File: config.mk
export PLATFORM = sky130hd
export DESIGN_NAME = mp_add_seq
export DESIGN_NICKNAME = d
export VERILOG_FILES = /design/src/rtl/alu_pkg.sv /design/src/rtl/unit_sum.sv /design/src/rtl/mp_add_seq.sv
export SDC_FILE = /design/constraint.sdc
export NUM_CORES = 1
export LEC_CHECK = 0
export CAP_MARGIN = 20
export CORE_ASPECT_RATIO = 0.6
export CORE_UTILIZATION = 30
export CTS_CLUSTER_SIZE = 14
export DETAILED_ROUTE_END_ITERATION = 8
export MAX_ROUTING_LAYER = met4
export PLACE_DENSITY = 0.63
export SLEW_MARGIN = 10
export SYNTH_ARGS = -nofsm -noshare
export SYNTH_HDL_FRONTEND = slang
export SYNTH_SLANG_ARGS = --single-unit
export TNS_END_PERCENT = 20
File: constraint.sdc
create_clock -name clk -period 5.6 [get_ports clk]
set_clock_uncertainty 0.15 [all_clocks]
set_input_delay 1.12 -clock clk [delete_from_list [all_inputs] [get_ports clk]]
set_output_delay 1.12 -clock clk [all_outputs]
set_load 0.005 [all_outputs]
File: src/rtl/alu_pkg.sv
// ============================================================================
// Module  : alu_pkg
// Brief   : Shared state and opcode encodings for the multi-precision ALU.
// Rev     : 1.0
// ============================================================================
`default_nettype none

package alu_pkg;

    typedef enum logic [1:0] {
        ST_IDLE  = 2'd0,
        ST_RUN   = 2'd1,
        ST_DRAIN = 2'd2
    } state_t;

    localparam logic OP_ADD = 1'b0;
    localparam logic OP_SUB = 1'b1;

endpackage

`default_nettype wire

File: src/rtl/unit_sum.sv
// ============================================================================
// Module  : unit_sum
// Brief   : Dual-path word adder: a+b and a+b+1 computed side by side.
// Rev     : 1.0
// ============================================================================
`default_nettype none

module unit_sum #(
    parameter int WIDTH = 8
) (
    input  logic [WIDTH-1:0] a,
    input  logic [WIDTH-1:0] b,
    output logic [WIDTH-1:0] sum0,
    output logic             cout0,
    output logic [WIDTH-1:0] sum1,
    output logic             cout1
);

    always_comb begin
        {cout0, sum0} = {1'b0, a} + {1'b0, b};
        {cout1, sum1} = {1'b0, a} + {1'b0, b} + (WIDTH+1)'(1);
    end

endmodule

`default_nettype wire

File: src/rtl/mp_add_seq.sv
// ============================================================================
// Module  : mp_add_seq
// Brief   : Word-serial multi-precision add/subtract with valid/ready streams.
// Rev     : 1.0
// ============================================================================
`default_nettype none

module mp_add_seq
    import alu_pkg::*;
#(
    parameter int WIDTH  = 8,
    parameter int NWORDS = 4
) (
    input  logic             clk,
    input  logic             rst,
    input  logic             cmd_valid,
    output logic             cmd_ready,
    input  logic             cmd_sub,
    input  logic             cmd_cin,
    input  logic             in_valid,
    output logic             in_ready,
    input  logic [WIDTH-1:0] in_a,
    input  logic [WIDTH-1:0] in_b,
    output logic             out_valid,
    input  logic             out_ready,
    output logic [WIDTH-1:0] out_sum,
    output logic             out_last,
    output logic             busy,
    output logic             done,
    output logic             cout,
    output logic             ovf
);

    localparam int              IDXW     = (NWORDS > 1) ? $clog2(NWORDS) : 1;
    localparam logic [IDXW-1:0] LAST_IDX = IDXW'(NWORDS - 1);

    state_t            r_state;
    state_t            w_state_next;
    logic [IDXW-1:0]   r_idx;
    logic              r_cy;
    logic              r_sub;

    logic              w_in_fire;
    logic              w_out_fire;
    logic              w_is_last;
    logic [WIDTH-1:0]  w_b_eff;
    logic [WIDTH-1:0]  w_sum0;
    logic [WIDTH-1:0]  w_sum1;
    logic [WIDTH-1:0]  w_sum_sel;
    logic              w_cout0;
    logic              w_cout1;
    logic              w_next_cy;

    assign cmd_ready  = (r_state == ST_IDLE);
    assign busy       = (r_state != ST_IDLE);
    assign in_ready   = (r_state == ST_RUN) && (!out_valid || out_ready);
    assign w_in_fire  = in_valid && in_ready;
    assign w_out_fire = out_valid && out_ready;
    assign w_is_last  = (r_idx == LAST_IDX);

    // Subtraction is A + ~B + 1; the +1 enters through the initial carry.
    assign w_b_eff = (r_sub == OP_SUB) ? ~in_b : in_b;

    unit_sum #(.WIDTH(WIDTH)) u_unit_sum (
        .a     (in_a),
        .b     (w_b_eff),
        .sum0  (w_sum0),
        .cout0 (w_cout0),
        .sum1  (w_sum1),
        .cout1 (w_cout1)
    );

    assign w_sum_sel = r_cy ? w_sum1  : w_sum0;
    assign w_next_cy = r_cy ? w_cout1 : w_cout0;

    always_ff @(posedge clk) begin
        if (rst) begin
            r_state <= ST_IDLE;
        end else begin
            r_state <= w_state_next;
        end
    end

    always_comb begin
        w_state_next = r_state;
        case (r_state)
            ST_IDLE:  if (cmd_valid)              w_state_next = ST_RUN;
            ST_RUN:   if (w_in_fire && w_is_last) w_state_next = ST_DRAIN;
            ST_DRAIN: if (w_out_fire)             w_state_next = ST_IDLE;
            default:                              w_state_next = ST_IDLE;
        endcase
    end

    always_ff @(posedge clk) begin
        if (rst) begin
            r_idx     <= '0;
            r_cy      <= 1'b0;
            r_sub     <= OP_ADD;
            out_valid <= 1'b0;
            out_sum   <= '0;
            out_last  <= 1'b0;
            done      <= 1'b0;
            cout      <= 1'b0;
            ovf       <= 1'b0;
        end else begin
            done <= 1'b0;
            case (r_state)
                ST_IDLE: begin
                    if (cmd_valid) begin
                        r_sub <= cmd_sub ? OP_SUB : OP_ADD;
                        r_cy  <= cmd_sub ? ~cmd_cin : cmd_cin;
                        r_idx <= '0;
                        cout  <= 1'b0;
                        ovf   <= 1'b0;
                    end
                end
                ST_RUN: begin
                    if (w_in_fire) begin
                        out_sum   <= w_sum_sel;
                        r_cy      <= w_next_cy;
                        out_valid <= 1'b1;
                        out_last  <= w_is_last;
                        if (w_is_last) begin
                            cout <= (r_sub == OP_SUB) ? ~w_next_cy : w_next_cy;
                            ovf  <= (in_a[WIDTH-1] == w_b_eff[WIDTH-1]) &&
                                    (w_sum_sel[WIDTH-1] != in_a[WIDTH-1]);
                        end else begin
                            r_idx <= r_idx + IDXW'(1);
                        end
                    end else if (w_out_fire) begin
                        out_valid <= 1'b0;
                    end
                end
                ST_DRAIN: begin
                    if (w_out_fire) begin
                        out_valid <= 1'b0;
                        done      <= 1'b1;
                    end
                end
                default: ;
            endcase
        end
    end

endmodule

`default_nettype wire
==> flow_metrics.env <==
export IMPL_setup_tns_final_ns=0
export IMPL_synth_edff_count=0
export IMPL_antennaDiodeCount=0
export IMPL_ios=39
export IMPL_start_util=0.318
export IMPL_grt_usage=0.134
export IMPL_setup_viol=0
export IMPL_synthTopCellsByCount="nor2_1, dfxtp_1, xor2_1"
export IMPL_cts_setup_buffers=0
export IMPL_synth_seq_cells=19
export IMPL_yosysMostFrequentCell="nor2_1"
export IMPL_busiest_layer="met1"
export IMPL_grt_max_degree=22
export IMPL_grt_use_met2=0.162
export IMPL_hold_buffers=0
export IMPL_netlist_instances=179
export IMPL_firstDrtPassIters=4
export IMPL_cts_htree_levels=1
export IMPL_numClockSinks=19
export IMPL_synth_async_reset_ratio=0
export IMPL_ant_nets=0
export IMPL_maxCapViolCount=0
export IMPL_syn_area_per_cell_um2=8.28
export IMPL_areaGrowthSynthToFinish_pct=32.6
export IMPL_wl_per_cell_um=11.9
export IMPL_drt_total_wl_um=3320
export IMPL_yosys_warnings=0
export IMPL_ctsResizeCount=0
export IMPL_nets=253
export IMPL_hold_path_depth=2
export IMPL_clk_pin_slew_ns=0.07
export IMPL_fmax_ghz=0.249
export IMPL_synth_area_um2=1480
export IMPL_grt_pass1_vias=1151
export IMPL_gr_total_overflow=0
export IMPL_tightest_slew_ns=0.766
export IMPL_worst_setup_path_start_kind="input port"
export IMPL_end_kind="register"
export IMPL_synth_ff_type="dfxtp_1"
export IMPL_drc_errors=0
export IMPL_rsz0062_at_grt="no"
export IMPL_portBuffers=38
export IMPL_worstReg2RegEnd="cout$_SDFFE_PP0P_"
export IMPL_peakVddDrop_uv=203
export IMPL_crit_type="input port to register"
export IMPL_clk_latency_ns=0.26
export IMPL_grt_pass1_wl_um=5400
export IMPL_slew_headroom=0.489
export IMPL_hold_class="register to register"
export IMPL_root_buffer="clkbuf_8"
export IMPL_arrival_ns=4.01
export IMPL_met3_usage=0.0407
export IMPL_die_y_um=56.4
export IMPL_coreArea_um2=4660
export IMPL_reg2reg_slack_ns=2.20
export IMPL_synth_top_area_cell="dfxtp_1"
export IMPL_hold_violations=0
export IMPL_clock_path_buffers=2
export IMPL_die_area_um2=5230
export IMPL_worstPathMaxFanout=5
export IMPL_finalNonFillerCells=278
export IMPL_syn_nets=216
export IMPL_min_delay_worst_endpoint="ovf$_SDFFE_PP0P_"
export IMPL_numCtsBuffers=3
export IMPL_finalCritPeriodShare=0.716
export IMPL_met1_usage=0.217
export IMPL_r2r_start="r_sub$_SDFFE_PP0P_"
export IMPL_die_w_um=92.7
export IMPL_finalMaxSlewViolations=0
export IMPL_grt_antenna_before_repair=0
export IMPL_status="complete, no violations"
export IMPL_layout_min_cycle_time_ns=4.01
export IMPL_hpwlAfterDp_um=2600
export IMPL_min_from="ovf$_SDFFE_PP0P_"
export IMPL_dp_cells=274
export IMPL_cts_tree="built"
export IMPL_holdWs_ns=0.326
export IMPL_drtIter0Drc=41
export IMPL_layout_drive_gt1_share=0.0465
export IMPL_via_per_inst=4.72
export IMPL_p_leak_nw=0.769
export IMPL_ys_top_cells_by_area="dfxtp_1, ha_1, xor2_1"
export IMPL_rr_worst_depth=11
export IMPL_rows=19
export IMPL_fill_cells=469
export IMPL_p_per_area_nw_per_um2=357
export IMPL_finalWeightedCongestion=0.763
export IMPL_yosysSeqAreaShare=0.257
export IMPL_ys_types=45
export IMPL_yosysTopAreaCellShare=0.257
export IMPL_dr_total_vias=1312
export IMPL_cp_required_ns=5.60
cells in the final DEF, fill, tap and decap left out, types with 5 or more instances in the layout:
cell / netlist / routed
xnor2_1: 5 / 5
dfxtp_1: 19 / 19
ha_1: 13 / 13
nor3_1: 6 / 6
inv_1: 9 / 9
a211oi_1: 9 / 9
nor2_1: 24 / 24
clkdlybuf4s50_1: 0 / 38
xor2_1: 17 / 17
nand2_1: 16 / 16
a21oi_1: 7 / 7
critical path: stages:
cell             delay, ns
clkdlybuf4s50_1       0.47
xor2_1                0.16
ha_1                  0.19
inv_1                 0.05
fa_1                  0.38
and2b_1               0.29
o22ai_1               0.12
xnor2_1               0.32
nand4_2               0.17
nor2_2                0.16
xnor3_1               0.32
a32o_1                0.26
routing by layer:
layer,vias to the layer above,part of all wire
li1,704,-
met1,574,0.62
met2,34,0.33
met3,0,0.055
met4,0,0
met5,-,0
where the power goes:
| group | internal [mW] | leakage [nW] | total, mW | switching (mW) |
|---|---|---|---|---|
| clock network | 0.0494 | 0.0255 | 0.0952 | 0.0457 |
| registers | 0.162 | 0.155 | 0.187 | 0.0255 |
| logic | 0.199 | 0.589 | 0.419 | 0.220 |
sequential cells by signal (all words and copies together) (netlist names):
signal     flops
ovf            1
cout           1
r_cy           1
out_valid      1
r_sub          1
r_state        2
done           1
out_last       1
out_sum        8
r_idx          2
through the flow:
step	instance area [um^2]	total power, mW	setup WS, ns	util
after global routing	1960	0.763	1.38	0.422
final	1960	0.702	1.59	0.422
after floorplan	1480	0.481	2.02	-
after detailed placement	1920	0.607	1.32	0.412
after CTS	1960	0.704	1.58	0.422
after global placement	1920	0.602	1.40	0.412
worst max path at each step:
stage | slack (ns) | start | endpoint | cells past startpoint
finish | 1.59 | in_b[0] | cout$_SDFFE_PP0P_ | 12
global route | 1.38 | in_b[0] | r_cy$_SDFFE_PP0P_ | 12
CTS | 1.58 | in_b[0] | cout$_SDFFE_PP0P_ | 12
global placement | 1.40 | in_b[0] | r_cy$_SDFFE_PP0P_ | 12
floorplan | 2.02 | in_b[0] | cout$_SDFFE_PP0P_ | 12
detailed placement | 1.32 | in_b[0] | cout$_SDFFE_PP0P_ | 12
kinds of logic after synthesis:
logic type | after synthesis | synth area share
simple gates | 67 | 0.226
compound gates | 38 | 0.191
xor+xnor | 23 | 0.145
flops | 19 | 0.257
buf+inv | 15 | 0.0380
fa+ha+maj | 14 | 0.123
mux | 3 | 0.0203
layout make-up:
| class | count | area, um^2 | share of cell area |
|---|---|---|---|
| multi-input cells | 145 | 1040 | 0.532 |
| flip-flops and latches | 19 | 380 | 0.194 |
| repair buffers | 38 | 380 | 0.194 |
| well taps | 63 | 78.8 | 0.0401 |
| clock buffers | 3 | 41.3 | 0.0210 |
| inverters | 9 | 33.8 | 0.0172 |
| clock inverters | 1 | 5.00 | 0.00255 |
(Power assumes the default switching activity.)
